$ cat config.mk
export PLATFORM = sky130hd
export DESIGN_NAME = array_shift_var_delay
export DESIGN_NICKNAME = d
export VERILOG_FILES = /design/src/rtl/array_delay_pkg.sv /design/src/rtl/array_shift_var_delay.sv
export SDC_FILE = /design/constraint.sdc
export NUM_CORES = 2
export LEC_CHECK = 0
export BUFFER_PORTS_ARGS = -buffer_cell sky130_fd_sc_hd__buf_2
export CAP_MARGIN = 20
export CORE_ASPECT_RATIO = 0.6
export CORE_MARGIN = 4
export CORE_UTILIZATION = 25
export CTS_BUF_LIST = sky130_fd_sc_hd__clkbuf_2 sky130_fd_sc_hd__clkbuf_4 sky130_fd_sc_hd__clkbuf_8
export CTS_CLUSTER_SIZE = 10
export DETAILED_ROUTE_END_ITERATION = 8
export PLACE_DENSITY = 0.44
export SKIP_LAST_GASP = 1
export SYNTH_ARGS = -nofsm -noshare
export SYNTH_HDL_FRONTEND = slang
export SYNTH_SLANG_ARGS = --single-unit
$ cat constraint.sdc
create_clock -name clk -period 156.8 [get_ports clk]
set_input_delay 15.68 -clock clk [delete_from_list [all_inputs] [get_ports clk]]
set_output_delay 15.68 -clock clk [all_outputs]
set_load 0.02 [all_outputs]
$ cat src/rtl/array_delay_pkg.sv
// ---------------------------------------------------------------------------
// array_delay_pkg
//   Shared types and helpers for the runtime-programmable delay line.
//   - state_t     : fill/run status of the line
//   - clamp_depth : forces a requested depth into the legal range 1..max
// ---------------------------------------------------------------------------
package array_delay_pkg;

    typedef enum logic {S_FILL, S_RUN} state_t;

    // A depth of zero has no tap to read, so it becomes 1.
    // Anything beyond the physical line length becomes the full length.
    function automatic int clamp_depth(input int d, input int max);
        if (d < 1) begin
            return 1;
        end else if (d > max) begin
            return max;
        end else begin
            return d;
        end
    endfunction

endpackage

$ cat src/rtl/array_shift_var_delay.sv
// ---------------------------------------------------------------------------
// array_shift_var_delay
//   Multi-channel delay line with run-time depth, shift enable, per-stage
//   valid tracking, flush and a primed status. All NCH lanes share one packed
//   NCH*DW word per stage, so a single array shift moves every channel.
//
// Ports
//   clk        in   clock
//   rst        in   synchronous reset, active-low
//   cfg_depth  in   requested depth, applied on cfg_load (clamped 1..MAX_LEN)
//   cfg_load   in   apply cfg_depth; also flushes the valid bits
//   flush      in   clear all stage valid bits and restart the fill count
//   shift_en   in   advance the line by one stage
//   d_in       in   lane k = d_in[k*DW +: DW]
//   d_in_val   in   qualifier for d_in, sampled only when shift_en=1
//   d_out      out  data at tap depth_q-1
//   d_out_val  out  valid bit at tap depth_q-1
//   primed     out  tap holds a sample accepted since the last flush/load
//   depth_q    out  active depth
// ---------------------------------------------------------------------------
module array_shift_var_delay
    import array_delay_pkg::*;
#(
    parameter int MAX_LEN = 32,
    parameter int DEF_LEN = 8,
    parameter int DW      = 16,
    parameter int NCH     = 4,
    parameter int OUT_REG = 0
) (
    input  logic                         clk,
    input  logic                         rst,
    input  logic [$clog2(MAX_LEN+1)-1:0] cfg_depth,
    input  logic                         cfg_load,
    input  logic                         flush,
    input  logic                         shift_en,
    input  logic [NCH*DW-1:0]            d_in,
    input  logic                         d_in_val,
    output logic [NCH*DW-1:0]            d_out,
    output logic                         d_out_val,
    output logic                         primed,
    output logic [$clog2(MAX_LEN+1)-1:0] depth_q
);

    localparam int DEPW = $clog2(MAX_LEN + 1);
    localparam int IDXW = $clog2(MAX_LEN);
    localparam int LW   = NCH * DW;

    logic [LW-1:0]      stage_data [MAX_LEN];
    logic [MAX_LEN-1:0] stage_val;
    state_t             state;
    logic [DEPW-1:0]    fill_cnt;

    logic               clr;
    logic [DEPW-1:0]    last_cnt;
    logic [IDXW-1:0]    tap_idx;
    logic [LW-1:0]      tap_data;
    logic               tap_val;
    logic               run_now;

    assign clr      = flush | cfg_load;
    assign last_cnt = depth_q - DEPW'(1);
    // depth_q is always 1..MAX_LEN, so depth_q-1 fits the stage index.
    assign tap_idx  = IDXW'(last_cnt);
    assign tap_data = stage_data[tap_idx];
    assign tap_val  = stage_val[tap_idx];
    assign run_now  = (state == S_RUN);

    // ---- stage 0..MAX_LEN-1: shift register, data and valid ----
    always_ff @(posedge clk) begin
        if (!rst) begin
            for (int i = 0; i < MAX_LEN; i++) begin
                stage_data[i] <= '0;
            end
            stage_val <= '0;
        end else begin
            if (shift_en) begin
                stage_data[0] <= d_in;
                for (int i = 1; i < MAX_LEN; i++) begin
                    stage_data[i] <= stage_data[i-1];
                end
                stage_val <= {stage_val[MAX_LEN-2:0], d_in_val};
            end
            // Overrides the shift above, including the word entering s[0],
            // so nothing accepted around a flush can surface as valid.
            if (clr) begin
                stage_val <= '0;
            end
        end
    end

    // ---- depth register and fill/run FSM ----
    always_ff @(posedge clk) begin
        if (!rst) begin
            depth_q  <= DEPW'(DEF_LEN);
            state    <= S_FILL;
            fill_cnt <= '0;
        end else begin
            if (cfg_load) begin
                depth_q <= DEPW'(clamp_depth(int'(cfg_depth), MAX_LEN));
            end
            if (clr) begin
                state    <= S_FILL;
                fill_cnt <= '0;
            end else begin
                case (state)
                    S_FILL: begin
                        if (shift_en) begin
                            if (fill_cnt == last_cnt) begin
                                state <= S_RUN;
                            end else begin
                                fill_cnt <= fill_cnt + DEPW'(1);
                            end
                        end
                    end
                    S_RUN: begin
                        fill_cnt <= last_cnt;
                    end
                    default: begin
                        state    <= S_FILL;
                        fill_cnt <= '0;
                    end
                endcase
            end
        end
    end

    // ---- output stage: combinational tap or one register ----
    generate
        if (OUT_REG != 0) begin : g_out_reg
            logic [LW-1:0] out_data_p1;
            logic          out_val_p1;
            logic          primed_p1;

            // Free-running: tracks the tap every cycle, not just on shifts.
            always_ff @(posedge clk) begin
                if (!rst) begin
                    out_data_p1 <= '0;
                    out_val_p1  <= 1'b0;
                    primed_p1   <= 1'b0;
                end else begin
                    out_data_p1 <= tap_data;
                    out_val_p1  <= tap_val;
                    primed_p1   <= run_now;
                end
            end

            assign d_out     = out_data_p1;
            assign d_out_val = out_val_p1;
            assign primed    = primed_p1;
        end else begin : g_out_comb
            assign d_out     = tap_data;
            assign d_out_val = tap_val;
            assign primed    = run_now;
        end
    endgenerate

endmodule
==> results.cfg <==
[worst_setup_path]
rr_endpoint = primed
r2r_cells = 9
crit_cells = 9
ff2ff_setup_slack_ns = 152.89
crit_path_start = depth_q[0]
path_cells = inv_1 -> ha_4 -> buf_4 -> buf_4 -> buf_4 -> mux4_2 -> mux4_2 -> mux2_2 -> buf_2
critPathRequiredTime_ns = 141.12
r2r-start = depth_q[0]
crit_slowest_cell = buf_4
end_kind = primary output
cp_top_family = buffers and inverters
path_buf_inv = 5
max_stage_delay_ns = 0.83
worstSetupStartpointType = register
critPathArrivalTime_ns = 6.73
worstSetupPathType = register to primary output
crit_end = d_out[42]
worstPathMaxFanout = 56
crit_path_frequent_cell = buf_4

[clock_tree]
clockRootBuffer = clkbuf_8
clkTransAtPathRegs_ns = 0.06
cts_resized = 0
cts_inserted_buffers = 367
clk_latency_ns = 1.00
cts_tree = built
cts_setup_buffers = 0
cts_buffer_depth = 4
cts.sinks = 2093
hold_buffers = 0
htreeDepth = 5

[drt]
routed_wl_um = 211000
routed_via_density = 4.50
drc_errors = 0
drt-pass1-iter-count = 5
first_iter_violations = 4153
vias = 48900
wl_per_cell_um = 19.4
ant_nets = 0

[sta]
finalMaxSlewViolations = 0
min_period_ns = 22.41
hold_violations = 0
holdWs_ns = 0.494
setup_viol = 0
slew_headroom = 0.255
setup_tns_ns = 0
rsz0062_at_grt = false
fin_skew_ns = 0.0752
worst_pin_slew_ns = 1.12
final.period_utilization = 0.143
fmax_mhz = 44.6

[min_path]
hold_class = register to register

[grt]
overflow = 0
grt_pass1_vias = 50200
track_usage = 0.107
grt_max_degree = 273
antenna_found_initial = 18
grt_pass1_wl_um = 325000

[synthesis]
yosys_register_bits = 2093
synthCells = 5526
synth.distinct_cells = 40
yosys_warnings = 0
synth_area_per_cell_um2 = 16.9
syn_area_um2 = 93700
ys_seq_area_frac = 0.666
synth.net_count = 5604

[pwr]
peakVddDrop_mv = 0.00564
p_per_area_nw_per_um2 = 12.1
power.leakage_nw = 41.5

[final_layout]
area_growth_syn_to_layout_pct = 13.6
fin_nets = 5686
fill_cells = 37000
final_common_cell = edfxtp_1
layout-drive-gt1-share = 0.259
final_cell_mix = edfxtp_1, and3_1, and2_1, mux4_2, clkbuf_8
fin_cells = 10900

[place]
port_buffers = 147
gp_congestion = 0.697
dp_cells = 10200
dp_hpwl_um = 112000

[die]
ios = 148
die_y_um = 482
start_util = 0.252
dieArea_um2 = 385000
core_um2 = 372000
row_count = 173
die_w_um = 798

[run_status]
outcome = completed

[job]
maxCapViolCount = 0
## sequential cells by signal, indices dropped and copies added, names as in the netlist
name,flops
stage_data,2048
stage_val,32
depth_q,6
fill_cnt,6
primed,1
## cell usage after synthesis
cell | n | area, um^2
clkbuf_1 | 439 | 1650
buf_2 | 61 | 305
or3b_2 | 1 | 8.76
nand4_1 | 3 | 18.8
dfxtp_1 | 45 | 901
a31oi_1 | 1 | 6.26
a41oi_1 | 1 | 8.76
buf_4 | 1 | 7.51
xnor2_1 | 7 | 61.3
clkinv_1 | 1 | 3.75
buf_6 | 2 | 22.5
ha_1 | 2 | 25.0
or2_2 | 2 | 12.5
mux4_2 | 650 | 14600
nor3_1 | 4 | 20.0
nor4_1 | 4 | 25.0
o22ai_1 | 2 | 12.5
mux2_2 | 65 | 732
o21ai_0 | 3 | 15.0
and3_1 | 1156 | 7230
inv_1 | 4 | 15.0
xnor3_1 | 2 | 45.0
a21oi_1 | 5 | 25.0
nor3b_1 | 3 | 22.5
nand3_1 | 2 | 10.0
a211oi_1 | 1 | 7.51
nor3_2 | 1 | 10.0
o311ai_0 | 1 | 8.76
and4_1 | 1 | 8.76
buf_1 | 15 | 56.3
nor2b_1 | 5 | 31.3
nand2_1 | 11 | 41.3
mux2i_1 | 37 | 370
nor2_1 | 35 | 131
o211ai_1 | 1 | 7.51
xor2_1 | 2 | 17.5
edfxtp_1 | 2048 | 61500
nand2b_1 | 1 | 6.26
nor4b_1 | 2 | 17.5
and2_1 | 899 | 5620
## logic make-up after synthesis
family          Yosys count  share of synthesized area
buf+inv                 523                     0.0220
simple gates           2130                      0.141
flops                  2093                      0.666
mux                     752                      0.168
compound gates           15                   0.000975
xor+xnor                 11                    0.00132
fa+ha+maj                 2                   0.000267
## worst register-to-register path, stage by stage, from the launching register on
cell and delay, ns:
dfxtp_4 0.74, inv_1 0.24, ha_4 0.23, xnor2_2 0.75, buf_12 0.67, xor2_1 0.20
nand4_1 0.17, nand2b_1 0.36, or2_2 0.36, a21oi_1 0.13
## area by class of cell
type                       instances  area, um^2  share of cell area
antenna                           13        32.5            0.000306
clock buffer                     525        6270              0.0590
clock inverter                   112         617             0.00580
inverter                           5        18.8            0.000176
multi-input combinational       2910       29200               0.275
sequential                      2093       62400               0.587
tap                             4987        6240              0.0587
timing repair buffer             231        1530              0.0144
## report_power, final
group          internal (mW)  switching [mW]  total, mW
sequential             0.656          0.0177      0.674
combinational         0.0521          0.0696      0.122
clock                  0.260           0.233      0.493
total                  0.969           0.320       1.29
## metal layers
metal / share of wire / vias to the layer above / track usage
met3: 0.042 / 399 / 0.0200
met5: 0 / - / 0
met4: 0.029 / 0 / 0.0334
met2: 0.41 / 836 / 0.149
met1: 0.51 / 25800 / 0.166
li1: - / 21900 / -
## stage by stage
| step | utilization | cell area, um^2 | setup slack [ns] | power, mW |
|---|---|---|---|---|
| 5_1_grt | 0.286 | 106000 | 133.87 | 1.35 |
| 2_1_floorplan | - | 93700 | 93.49 | 0.819 |
| 6_report | 0.286 | 106000 | 134.39 | 1.29 |
| 3_5_place_dp | 0.267 | 99400 | 134.41 | 0.811 |
| 3_3_place_gp | 0.267 | 99400 | 134.65 | 0.809 |
| 4_1_cts | 0.286 | 106000 | 134.06 | 1.32 |
## worst min-delay path by stage
| stage | start | end | cells past startpoint |
|---|---|---|---|
| floorplan | stage_val[31] | stage_val[31] | 2 |
| finish | stage_data[21][58] | stage_data[22][58] | 1 |
| CTS | stage_data[21][58] | stage_data[22][58] | 1 |
| detailed placement | stage_val[31] | stage_val[31] | 2 |
| global placement | stage_val[31] | stage_val[31] | 2 |
| global route | stage_data[21][58] | stage_data[22][58] | 1 |
Note: power is estimated with default switching activity, not from simulation.
